## src/rtl/alu_bit_serial_pkg.sv

```systemverilog
// Shared constants and types for the bit-serial ALU.
package alu_bit_serial_pkg;

  localparam int unsigned ALU_W_DEF = 32;
  localparam int unsigned CTRL_W    = 4;

  // ALU_control codes: {A_invert, B_invert, op[1:0]}
  localparam logic [CTRL_W-1:0] CTRL_AND = 4'b0000;
  localparam logic [CTRL_W-1:0] CTRL_OR  = 4'b0001;
  localparam logic [CTRL_W-1:0] CTRL_ADD = 4'b0010;
  localparam logic [CTRL_W-1:0] CTRL_SUB = 4'b0110;
  localparam logic [CTRL_W-1:0] CTRL_NOR = 4'b1100;
  localparam logic [CTRL_W-1:0] CTRL_SLT = 4'b0111;

  typedef enum logic [1:0] {
    ST_IDLE = 2'd0,
    ST_RUN  = 2'd1,
    ST_FIX  = 2'd2,
    ST_DONE = 2'd3
  } state_e;

endpackage

```

## src/rtl/alu_bit_serial_if.sv

```systemverilog
// Request/response bundle between a requester and the bit-serial ALU.
interface alu_bit_serial_if #(
  parameter int unsigned WIDTH = 32
);
  logic             start;
  logic [WIDTH-1:0] src1;
  logic [WIDTH-1:0] src2;
  logic [3:0]       alu_control;
  logic             busy;
  logic             done;
  logic [WIDTH-1:0] result;
  logic             zero;
  logic             cout;
  logic             overflow;

  modport master (
    output start, src1, src2, alu_control,
    input  busy, done, result, zero, cout, overflow
  );

  modport slave (
    input  start, src1, src2, alu_control,
    output busy, done, result, zero, cout, overflow
  );
endinterface

```

## src/rtl/serial_bit_cell.sv

```systemverilog
// Combinational 1-bit ALU cell: optional operand inversion, AND/OR/ADD/less select.
module serial_bit_cell (
  input  logic       a,
  input  logic       b,
  input  logic       a_inv,
  input  logic       b_inv,
  input  logic       cin,
  input  logic       less,
  input  logic [1:0] op,
  output logic       res,
  output logic       cout,
  output logic       sum
);
  logic ai;
  logic bi;

  // Full adder plus op mux on the (possibly inverted) operands
  always_comb begin
    ai   = a ^ a_inv;
    bi   = b ^ b_inv;
    sum  = ai ^ bi ^ cin;
    cout = (ai & bi) | (ai & cin) | (bi & cin);
    res  = 1'b0;
    case (op)
      2'b00:   res = ai & bi;
      2'b01:   res = ai | bi;
      2'b10:   res = sum;
      default: res = less;
    endcase
  end
endmodule

```

## src/rtl/alu_bit_serial.sv

```systemverilog
// Multi-cycle ALU: one bit per clock LSB first, carry rippled through a flop.
module alu_bit_serial
  import alu_bit_serial_pkg::*;
#(
  parameter int unsigned WIDTH = ALU_W_DEF
) (
  input  logic            clk,
  input  logic            rst_n,
  alu_bit_serial_if.slave bus
);
  localparam int unsigned CNT_W = (WIDTH > 1) ? $clog2(WIDTH) : 1;

  state_e            state_q, state_d;
  logic [CNT_W-1:0]  bit_idx_q, bit_idx_d;
  logic              carry_q, carry_d;
  logic [WIDTH-1:0]  a_q, a_d;
  logic [WIDTH-1:0]  b_q, b_d;
  logic [CTRL_W-1:0] ctrl_q, ctrl_d;
  logic [WIDTH-1:0]  shift_q, shift_d;
  logic              msb_cin_q, msb_cin_d;
  logic              msb_cout_q, msb_cout_d;
  logic              msb_sum_q, msb_sum_d;
  logic [WIDTH-1:0]  result_q, result_d;
  logic              zero_q, zero_d;
  logic              cout_q, cout_d;
  logic              overflow_q, overflow_d;
  logic              busy_q, busy_d;
  logic              done_q, done_d;

  logic              cell_res;
  logic              cell_cout;
  logic              cell_sum;
  logic              last_bit;
  logic [WIDTH-1:0]  fix_res;

  serial_bit_cell u_cell (
    .a     (a_q[0]),
    .b     (b_q[0]),
    .a_inv (ctrl_q[3]),
    .b_inv (ctrl_q[2]),
    .cin   (carry_q),
    .less  (1'b0),
    .op    (ctrl_q[1:0]),
    .res   (cell_res),
    .cout  (cell_cout),
    .sum   (cell_sum)
  );

  // Next-state, datapath and flag computation
  always_comb begin
    state_d    = state_q;
    bit_idx_d  = bit_idx_q;
    carry_d    = carry_q;
    a_d        = a_q;
    b_d        = b_q;
    ctrl_d     = ctrl_q;
    shift_d    = shift_q;
    msb_cin_d  = msb_cin_q;
    msb_cout_d = msb_cout_q;
    msb_sum_d  = msb_sum_q;
    result_d   = result_q;
    zero_d     = zero_q;
    cout_d     = cout_q;
    overflow_d = overflow_q;
    done_d     = 1'b0;
    fix_res    = '0;
    last_bit   = (bit_idx_q == CNT_W'(WIDTH - 1));

    case (state_q)
      ST_IDLE, ST_DONE: begin
        state_d = ST_IDLE;
        if (bus.start) begin
          a_d       = bus.src1;
          b_d       = bus.src2;
          ctrl_d    = bus.alu_control;
          bit_idx_d = '0;
          carry_d   = bus.alu_control[2];
          state_d   = ST_RUN;
        end
      end
      ST_RUN: begin
        carry_d   = cell_cout;
        shift_d   = {cell_res, shift_q[WIDTH-1:1]};
        a_d       = a_q >> 1;
        b_d       = b_q >> 1;
        bit_idx_d = bit_idx_q + CNT_W'(1);
        if (last_bit) begin
          msb_cin_d  = carry_q;
          msb_cout_d = cell_cout;
          msb_sum_d  = cell_sum;
          state_d    = ST_FIX;
        end
      end
      ST_FIX: begin
        cout_d     = 1'b0;
        overflow_d = 1'b0;
        case (ctrl_q)
          CTRL_AND, CTRL_OR, CTRL_NOR: fix_res = shift_q;
          CTRL_ADD, CTRL_SUB: begin
            fix_res    = shift_q;
            cout_d     = msb_cout_q;
            overflow_d = msb_cin_q ^ msb_cout_q;
          end
          // Sign of the difference, corrected for signed overflow
          CTRL_SLT: fix_res = WIDTH'(msb_sum_q ^ msb_cin_q ^ msb_cout_q);
          default:  fix_res = '0;
        endcase
        result_d = fix_res;
        zero_d   = (fix_res == '0);
        done_d   = 1'b1;
        state_d  = ST_DONE;
      end
      default: state_d = ST_IDLE;
    endcase

    busy_d = (state_d == ST_RUN) || (state_d == ST_FIX);
  end

  // State and datapath registers, synchronous reset
  always_ff @(posedge clk) begin
    if (!rst_n) begin
      state_q    <= ST_IDLE;
      bit_idx_q  <= '0;
      carry_q    <= 1'b0;
      a_q        <= '0;
      b_q        <= '0;
      ctrl_q     <= '0;
      shift_q    <= '0;
      msb_cin_q  <= 1'b0;
      msb_cout_q <= 1'b0;
      msb_sum_q  <= 1'b0;
      result_q   <= '0;
      zero_q     <= 1'b0;
      cout_q     <= 1'b0;
      overflow_q <= 1'b0;
      busy_q     <= 1'b0;
      done_q     <= 1'b0;
    end else begin
      state_q    <= state_d;
      bit_idx_q  <= bit_idx_d;
      carry_q    <= carry_d;
      a_q        <= a_d;
      b_q        <= b_d;
      ctrl_q     <= ctrl_d;
      shift_q    <= shift_d;
      msb_cin_q  <= msb_cin_d;
      msb_cout_q <= msb_cout_d;
      msb_sum_q  <= msb_sum_d;
      result_q   <= result_d;
      zero_q     <= zero_d;
      cout_q     <= cout_d;
      overflow_q <= overflow_d;
      busy_q     <= busy_d;
      done_q     <= done_d;
    end
  end

  assign bus.busy     = busy_q;
  assign bus.done     = done_q;
  assign bus.result   = result_q;
  assign bus.zero     = zero_q;
  assign bus.cout     = cout_q;
  assign bus.overflow = overflow_q;
endmodule

```

## src/flat_wrapper.sv

```systemverilog
// flat-port wrapper written by rule: the top's interface ports become plain ports
module alu_bit_serial_flat import alu_bit_serial_pkg::*;
#(
  parameter int unsigned WIDTH = ALU_W_DEF
)
  (clk, rst_n, bus_start, bus_src1, bus_src2, bus_alu_control, bus_busy, bus_done, bus_result, bus_zero, bus_cout, bus_overflow);
  alu_bit_serial_if #(.WIDTH(WIDTH)) bus_i ();
  input  logic clk;
  input  logic rst_n;
  input wire logic [$bits(bus_i.start)-1:0] bus_start;
  input wire logic [$bits(bus_i.src1)-1:0] bus_src1;
  input wire logic [$bits(bus_i.src2)-1:0] bus_src2;
  input wire logic [$bits(bus_i.alu_control)-1:0] bus_alu_control;
  output wire logic [$bits(bus_i.busy)-1:0] bus_busy;
  output wire logic [$bits(bus_i.done)-1:0] bus_done;
  output wire logic [$bits(bus_i.result)-1:0] bus_result;
  output wire logic [$bits(bus_i.zero)-1:0] bus_zero;
  output wire logic [$bits(bus_i.cout)-1:0] bus_cout;
  output wire logic [$bits(bus_i.overflow)-1:0] bus_overflow;
  assign bus_i.start = bus_start;
  assign bus_i.src1 = bus_src1;
  assign bus_i.src2 = bus_src2;
  assign bus_i.alu_control = bus_alu_control;
  assign bus_busy = bus_i.busy;
  assign bus_done = bus_i.done;
  assign bus_result = bus_i.result;
  assign bus_zero = bus_i.zero;
  assign bus_cout = bus_i.cout;
  assign bus_overflow = bus_i.overflow;
  alu_bit_serial #(.WIDTH(WIDTH)) u_core (.clk(clk), .rst_n(rst_n), .bus(bus_i));
endmodule
```

## config.mk

```make
export PLATFORM = sky130hd
export DESIGN_NAME = alu_bit_serial_flat
export DESIGN_NICKNAME = d
export VERILOG_FILES = /design/src/rtl/alu_bit_serial_pkg.sv /design/src/rtl/alu_bit_serial_if.sv /design/src/rtl/serial_bit_cell.sv /design/src/rtl/alu_bit_serial.sv /design/src/flat_wrapper.sv
export SDC_FILE = /design/constraint.sdc
export NUM_CORES = 1
export LEC_CHECK = 0
export ABC_AREA = 1
export CORE_MARGIN = 2
export CORE_UTILIZATION = 47
export DETAILED_ROUTE_END_ITERATION = 10
export PLACE_DENSITY = 0.76
export SLEW_MARGIN = 30
export SYNTH_ARGS = -nofsm -noshare
export SYNTH_HDL_FRONTEND = slang
export SYNTH_SLANG_ARGS = --single-unit
export TNS_END_PERCENT = 100
```

## constraint.sdc

```tcl
create_clock -name clk -period 1.73 [get_ports clk]
set_clock_uncertainty 0.15 [all_clocks]
set_input_delay 0.173 -clock clk [delete_from_list [all_inputs] [get_ports clk]]
set_output_delay 0.173 -clock clk [all_outputs]
set_load 0.05 [all_outputs]
```

**Word level (Yosys, flattened, before mapping)**

Cells that the tools add are included.

- Bits in registers: 148
- Bits of input ports: 71
- Output and inout port bits: 37
- Word-level logic and storage cells: 73

- Add/subtract/negate cells: 1
- Equal/unequal tests: 14
- Mux-type cells: 17
- Bitwise gates (word level): 13
- Reductions and logical operators: 12

Operator list:

| cell | count |
|---|---|
| $pmux W32 S2 | 3 |
| $mux W32 | 3 |
| $logic_not A32 Y1 | 1 |
| $xor A32 B1 Y32 | 1 |
| $pmux W5 S2 | 1 |
| $eq A2 B2 Y1 const B | 4 |
| $eq A4 B3 Y1 const B | 2 |
| $eq A2 B1 Y1 const B | 3 |
| $pmux W2 S3 | 1 |
| $reduce_and A2 Y1 | 3 |
| $xor A1 B1 Y1 | 6 |
| $add A5 B1 Y5 const B | 1 |
| $eq A5 B5 Y1 const B | 1 |
| $mux W1 | 5 |
| $mux W5 | 1 |
| $reduce_or A5 Y1 | 1 |
| $eq A4 B1 Y1 const B | 1 |
| $eq A4 B2 Y1 const B | 1 |
| $eq A4 B4 Y1 const B | 1 |
| $logic_not A2 Y1 | 2 |
| $logic_not A4 Y1 | 1 |
| $reduce_or A2 Y1 | 2 |
| $and A1 B1 Y1 | 3 |
| $or A1 B1 Y1 | 3 |
| other kinds (6) | 6 |

**Longest topological paths before layout**

Gate-level depths: netlist of the first run.

- Depth after elaboration: 5
- Gate-level depth with buffers: 12
- Depth with buffers taken out: 11

**By module**

A second synthesis of the first run with hierarchy kept.

- Cells, all modules: 799
- Area total of the unflattened synthesis: 6082.1 um2

By module, submodules not included:

| module | times used | cells an instance | area each (um2) | sequential area each (um2) |
|---|---|---|---|---|
| alu_bit_serial | 1 | 778 | 5957.0 | 2962.8 |
| serial_bit_cell | 1 | 21 | 125.1 | 0.0 |

**Worst setup path before layout of the first run**

Ideal clock, no wire load.

- Kind: reg2reg
- Start point: register u_core.state_q[0]
- End point: register u_core.bit_idx_q[0]
- Setup time: 0.116 ns
- Arrival: 1.396 ns
- Required time: 1.464 ns
- Slack: 0.068 ns
- Cell stages (with the launch flop): 10
- Path buffers: 2
- Period minus slack after synthesis: 1.662 ns
- Cells stage by stage: dfxtp_1 -> inv_1 -> ha_1 -> inv_1 -> nand2_1 -> nand2_2 -> buf_4 -> buf_2 -> o21ai_0 -> o211a_1

- Word-level cells in the longest chain between the ends: 4
- Elaborated cells on any way between the ends: 8
- Those cells by class: eq/ne: 3; mux: 1; reduce/logical: 4

Ends and longest elaborated chain:

| element | RTL line | text |
|---|---|---|
| start: declaration | alu_bit_serial.sv:13 | `state_e state_q, state_d;` |
| start signal: assignment | alu_bit_serial.sv:139 | `state_q <= state_d;` |
| $eq A2 B2 Y1 / $logic_not A2 Y1 (equally long branches) | alu_bit_serial.sv:69 | `case (state_q)` |
| $reduce_or A2 Y1 | alu_bit_serial.sv:69 |  |
| $ne A2 B2 Y1 (no line) / $reduce_bool A2 Y1 (equally long branches) | n/a |  |
| $reduce_and A2 Y1 (no line) | n/a |  |
| end signal: assignment | alu_bit_serial.sv:140 | `bit_idx_q <= bit_idx_d;` |
| end: declaration | alu_bit_serial.sv:14 | `logic [CNT_W-1:0] bit_idx_q, bit_idx_d;` |

Parallel ways exist; a longest one is shown, timed or not.
A chain may end at the register's enable or synchronous reset.

**Worst setup path in the final report of the first run**

- Start point: register u_core.state_q[0]
- End point: register u_core.bit_idx_q[3]

Same word-level chain as after synthesis.

==> results of run 1 <==
[through the flow]
stage               power [mW]  setup WS (ps)  hold slack, ps  cells  TNS [ps]
global placement          4.72           48.9             307   1026         0
floorplan                 4.36           67.6             183    787         0
global route              9.53          -90.1            22.4   1068      -531
finish                    9.17         -0.745            5.57   1068    -0.745
detailed placement        4.74           12.7             315   1026         0
CTS                       9.12          -48.3            14.2   1059      -121
[area by class of cell]
cell class	instances	area (sq um)	area share, %
clock buffers	19	453	5.57
flip-flops and latches	148	2970	36.5
clock inverters	13	251	3.09
well taps	172	215	2.65
multi-input cells	556	2800	34.5
repair buffers	137	1350	16.5
inverters	23	92.6	1.14
[critical path: cells and delay by family (launching register included)]
kind	cells	cell delay (ps)
fa+ha+maj	1	220
flops	1	320
buf+inv	3	310
simple gates	4	600
[sequential cells by signal, indices dropped and copies added, names as in the netlist]
| name | count |
|---|---|
| u_core.carry_q | 1 |
| u_core.state_q | 2 |
| u_core.msb_sum_q | 1 |
| u_core.shift_q | 32 |
| u_core.bus.zero | 1 |
| u_core.a_q | 32 |
| u_core.ctrl_q | 4 |
| u_core.bus.cout | 1 |
| u_core.bus.result | 32 |
| u_core.bus.busy | 1 |
| u_core.bus.done | 1 |
| u_core.msb_cin_q | 1 |
| u_core.bus.overflow | 1 |
| u_core.msb_cout_q | 1 |
| u_core.bit_idx_q | 5 |
| u_core.b_q | 32 |
[path summary, 6_finish.rpt]
check	startpoint	end	slack [ps]	cells past startpoint
max	u_core.state_q[0]$_SDFF_PN0_	u_core.bit_idx_q[3]$_SDFFE_PN0P_	-0.7	8
min	rst_n	u_core.a_q[18]$_SDFFE_PN0P_	6	3
max reg2reg	u_core.state_q[0]$_SDFF_PN0_	u_core.bit_idx_q[3]$_SDFFE_PN0P_	-0.7	8
min reg2reg	u_core.b_q[24]$_SDFFE_PN0P_	u_core.b_q[23]$_SDFFE_PN0P_	320	2
[cells in the mapped netlist (2+ instances only)]
cell type    n
nand2_1    181
o21ai_0    150
dfxtp_1    148
nor2_1      76
a31oi_1     62
a21oi_1     45
clkbuf_1    45
inv_1       20
buf_2       12
nand3_1      8
ha_1         6
nor3_1       5
buf_4        4
a211oi_1     3
inv_2        3
nand4_1      3
xnor2_1      2
[per-layer routing]
| layer | GRT usage [%] | up-vias | wire [um] |
|---|---|---|---|
| li1 | - | 2864 | - |
| met2 | 33.3 | 160 | 6750 |
| met1 | 27.8 | 2596 | 6620 |
| met5 | 0 | - | 0 |
| met3 | 7.16 | 19 | 811 |
| met4 | 6.51 | 0 | 187 |
[power groups by stage]
stage	clock (mW)	sequential (mW)	combinational [mW]
after floorplan	0	3.78	0.583
after global placement	0	3.81	0.919
after detailed placement	0	3.81	0.936
after CTS	4.42	3.74	0.963
after global routing	4.58	3.77	1.17
final	4.38	3.75	1.04
[cell families (layout without fill, tap and decap cells)]
logic type | Yosys count | in the layout | synth area share (%)
and+or+nand+nor | 278 | 280 | 18.2
adders and majority gates | 7 | 7 | 1.59
DFF | 148 | 148 | 49.6
xor gates and xnor gates | 2 | 2 | 0.294
buffers and inverters | 85 | 192 | 5.97
AOI/OAI and AO/OA | 267 | 267 | 24.3
[repair_timing]
item / CTS / global route
buffers inserted: 0 / 7
gates cloned: 1 / 2
endpoints found under the setup margin: 4 / 74
pin swaps: 0 / 9
resized for setup: 4 / 38
==> results.tsv, run 1 <==
stage	metric	value	unit
die	dieArea	13600	sq um
sta	rsz0062_at_grt	yes	
yosys	synth_edf_count	0	
global_routing	grt.overflow.total	0	
yosys	ys.flop_type	dfxtp_1	
power	clkPwrFrac	47.7	%
finish	layout.nets	961	
clock_tree	cts.clk_slew.worst_paths	60	ps
global_routing	grt_pass1_vias	4965	
clock_tree	clk_latency	420	ps
placed_design	hpwl	8530	um
placed_design	routabilityCongestion	0.796	
yosys	yosys_warnings	0	
global_routing	grt_pass1_wl	23000	um
routing	vias	5639	
critical_path	critPathMaxFanout	5	
sta	tightest_slew	425	ps
routing	drt_wl_total	14400	um
yosys	synth_area_leaders	dfxtp_1 50%, o21ai_0 13%, nand2_1 11%	
die	die_height	117	um
yosys	synth_cell_types	31	
yosys	yosysSeqAreaShare	49.6	%
routing	drt_iter0_drc	382	
critical_path	cp-start-kind	flop	
power	power_density	1130	nW/um^2
job	max_cap_violations	0	
power	vdd_drop_max	0.716	mV
finish	fillers	1072	
critical_path	end_kind	flop	
sta	drv_slew	0	
outcome	failed_checks	negative setup slack	
power	p_switching	2.14	mW
global_routing	grt_max_degree	61	
yosys	postSynthNetCount	865	
clock_tree	clkSinkCount	148	
power	power_leakage	3.35	nW
clock_tree	cts_tree	done	
critical_path	crit_arrival	1880	ps
sta	final_hold_viol_count	0	
routing	drtAntennaViolNets	0	
die	die_w	117	um
yosys	netlist_instances	787	
finish	antennaDiodeCount	0	
routing	drc	0	
power	sw_frac_of_total	23.3	%
routing	routed_via_density	5.28	
critical_path	cp_slowest_cell	dfxtp_2	
yosys	synth_top_cell_by_area	dfxtp_1	
die	top_level_ports	108	
clock_tree	hold_buffers	0	
finish	drive_gt1_share	15.3	%
die	start_util	47.7	%
yosys	synthArstFlopShare	0	%
sta	finalCritPeriodShare	100	%
placed_design	placed_area	7170	sq um
hold_path	timing.hold.worst.class	in2reg	
sta	finalCriticalPeriod	1730	ps
die	core	12500	sq um
global_routing	track_usage	21.2	%
finish	utilization	65.0	%
sta	setup_viol	1	
power	p_int	7.03	mW
placed_design	io_buffers	107	
sta	setup_slack	-0.745	ps
power	pwr-share-comb	11.4	%
yosys	synth_seq_cells	148	
clock_tree	htreeDepth	4	
critical_path	worstPathRequired	1880	ps
yosys	synth_top_area_share	49.6	%
finish	synthToLayoutAreaGrowth	36.2	%
global_routing	antenna_found_initial	0	
finish	most-common-layout-cells	178 x nand2_1, 144 x o21ai_0, 142 x dfxtp_1	
clock_tree	cts_buffers	17	
critical_path	max_stage_delay	320	ps
outcome	status	finished, violations left	
critical_path	worstSetupPathType	reg2reg	
power	seqPwrFrac	40.9	%
finish	fin_area	8130	sq um
finish	final_common_cell	nand2_1	
clock_tree	clock_path_buffers	2	
routing	drt-pass1-iter-count	5	
routing	wl_per_cell	13.5	um
yosys	netlist_area	5970	sq um
critical_path	crit_chain	inv_2, ha_4, inv_4, nand2_4, nand2_8, clkinvlp_4, nor4_4, nor3_2	
sta	max_slew_margin	71.4	%
clock_tree	clockRootBuffer	clkbuf_16	
die	rows	41	
sta	max_freq	578	MHz
yosys	synth.avg_cell_area	7.58	sq um
(Power assumes the default switching activity.)
==> run 2: changes to the inputs <==
--- a/config.mk
+++ b/config.mk
@@ -9,6 +9,7 @@
 export CORE_MARGIN = 2
 export CORE_UTILIZATION = 47
 export DETAILED_ROUTE_END_ITERATION = 10
+export GPL_TIMING_DRIVEN = 0
 export PLACE_DENSITY = 0.76
 export SLEW_MARGIN = 30
 export SYNTH_ARGS = -nofsm -noshare
==> run 2 against run 1 <==
Compared with the run above: wire length is 6.4% higher; hold slack improved by 170 ps; design area grew 0.80%; sequential power barely moved; the flow now finishes without violations; critical endpoint is now u_core.bit_idx_q[1]$_SDFFE_PN0P_; global-route usage is 1.9 points higher.
==> results.tsv, run 2 (same netlist as run 1, synthesis figures left out) <==
stage	metric	value	unit	change
routing	drt_wl_total	15300	um	+6.4%
sta	drv_slew	0		unchanged
routing	drc	0		unchanged
clock_tree	clock_path_buffers	2		unchanged
routing	drt_iter0_drc	416		+8.9%
job	max_cap_violations	0		unchanged
die	top_level_ports	108		unchanged
critical_path	crit_arrival	1880	ps	about the same
placed_design	io_buffers	107		unchanged
finish	antennaDiodeCount	0		unchanged
sta	final_hold_viol_count	0		unchanged
critical_path	critPathLaunch	u_core.state_q[0]$_SDFF_PN0_		
power	power	8.75	mW	-4.6%
clock_tree	clkSinkCount	148		unchanged
routing	drtAntennaViolNets	0		unchanged
die	die_height	117	um	unchanged
global_routing	track_usage	23.1	%	+1.9 points
finish	synthToLayoutAreaGrowth	37.3	%	
routing	vias	5903		+4.7%
outcome	status	finished, final reports clean		
global_routing	grt_max_degree	17		-72%
global_routing	grt_pass1_wl	25000	um	+8.7%
die	start_util	47.7	%	unchanged
finish	most-common-layout-cells	177 x nand2_1, 142 x o21ai_0, 141 x dfxtp_1		
finish	final_common_cell	nand2_1		
global_routing	grt.overflow.total	0		unchanged
routing	routed_via_density	5.34		+1.2%
clock_tree	htreeDepth	4		unchanged
clock_tree	cts_buffers	17		unchanged
hold_path	timing.hold.worst.class	in2reg		
die	dieArea	13600	sq um	unchanged
sta	max_freq	580	MHz	+0.46%
sta	setup_tns	0	ps	+0.745 ps
die	rows	41		unchanged
power	power_density	1070	nW/um^2	-5.4%
finish	fin_area	8200	sq um	+0.80%
finish	layout.nets	998		+3.9%
power	vdd_drop_max	0.600	mV	-16%
die	die_w	117	um	unchanged
placed_design	hpwl	10200	um	+20%
routing	drt-pass1-iter-count	6		+1
global_routing	antenna_found_initial	0		unchanged
sta	max_slew_margin	63.7	%	-7.7 points
critical_path	critPathMaxFanout	8		+3
finish	drive_gt1_share	13.5	%	-1.8 points
clock_tree	cts.clk_slew.worst_paths	60	ps	about the same
power	power_leakage	3.44	nW	+2.9%
placed_design	placed_area	7250	sq um	+1.1%
routing	wl_per_cell	13.8	um	+2.8%
placed_design	routabilityCongestion	0.837		+5.1%
clock_tree	cts_tree	done		
critical_path	end_kind	flop		
placed_design	dp_slack	-519	ps	-532 ps
sta	rsz0062_at_grt	yes		
finish	utilization	65.5	%	+0.52 points
die	core	12500	sq um	unchanged
clock_tree	clk_latency	420	ps	about the same
critical_path	cp-start-kind	flop		
critical_path	worstSetupPathType	reg2reg		
hold_path	min-delay-start	bus_src2[16]		
clock_tree	clockRootBuffer	clkbuf_16		
global_routing	grt_pass1_vias	5478		+10%
critical_path	worstPathRequired	1890	ps	about the same
finish	fillers	1090		+1.7%
sta	setup_slack	7.16	ps	+7.91 ps
critical_path	r2r_start	u_core.state_q[0]$_SDFF_PN0_		
sta	finalCriticalPeriod	1720	ps	-7.91 ps
sta	finalCritPeriodShare	99.6	%	-0.46 points
sta	tightest_slew	547	ps	+122 ps
sta	setup_viol	0		-1
-- run 2: cell count changes in the layout (fill, tap and decap cells not counted), moves of 8 or more --
| cell | delta |
|---|---|
| buf_4 | -45 |
| dlygate4sd2_1 | +37 |
| clkbuf_1 | +21 |
| clkbuf_2 | +21 |
| buf_12 | -8 |
-- run 2: area by class of cell --
type | count | area [sq um] | area share, %
Sequential cell | 148 | 2980 | 36.3
Multi-Input combinational cell | 554 | 2820 | 34.3
Timing Repair Buffer | 117 | 1120 | 13.6
Clock buffer | 21 | 470 | 5.74
Buffer | 59 | 330 | 4.03
Tap cell | 172 | 215 | 2.63
Clock inverter | 11 | 174 | 2.12
Inverter | 23 | 97.6 | 1.19
-- run 2: final timing paths --
| kind | endpoint | slack [ps] | cells after the start |
|---|---|---|---|
| hold reg to reg | u_core.b_q[31]$_SDFFE_PN0P_ | 310 | 2 |
| setup / recovery | u_core.bit_idx_q[1]$_SDFFE_PN0P_ | 7 | 9 |
| setup reg to reg | u_core.bit_idx_q[1]$_SDFFE_PN0P_ | 7 | 9 |
| hold / removal | u_core.b_q[16]$_SDFFE_PN0P_ | 180 | 3 |
-- run 2: power by group --
group | leakage, nW | internal, mW | switching, mW
Sequential | 1.22 | 3.62 | 0.137
Clock | 0.294 | 2.53 | 1.42
Combinational | 1.93 | 0.471 | 0.568
-- run 2: worst max-delay path, stage by stage, from the launching register on --
cell	delay, ps
dfxtp_4	380
inv_4	40
ha_4	290
nand2_4	70
nand2_8	100
buf_6	130
clkinvlp_4	140
buf_6	170
a21oi_2	100
nor2_1	50
-- run 2: metrics by stage --
| step | hold slack (ps) | std cells |
|---|---|---|
| after floorplan | 183 | 787 |
| after global placement | 306 | 1066 |
| after detailed placement | 311 | 1066 |
| after CTS | 173 | 1107 |
| after global routing | 190 | 1105 |
| final | 177 | 1105 |
-- run 2: timing repair --
item	4_1_cts	5_1_grt
setup endpoints to repair	176	113
buffers inserted	8	1
hold endpoints to repair	0	0
gates cloned	1	0
resized for setup	79	81
hold buffers	0	0
pin swaps	3	7
-- run 2: per-layer routing --
metal | global-route usage (%) | vias to the layer above | part of all wire, %
met4 | 9.57 | 0 | 1.9
met5 | 0 | - | 0
met2 | 37.4 | 183 | 47
met3 | 5.14 | 32 | 5.5
met1 | 30.0 | 2741 | 46
li1 | - | 2947 | -
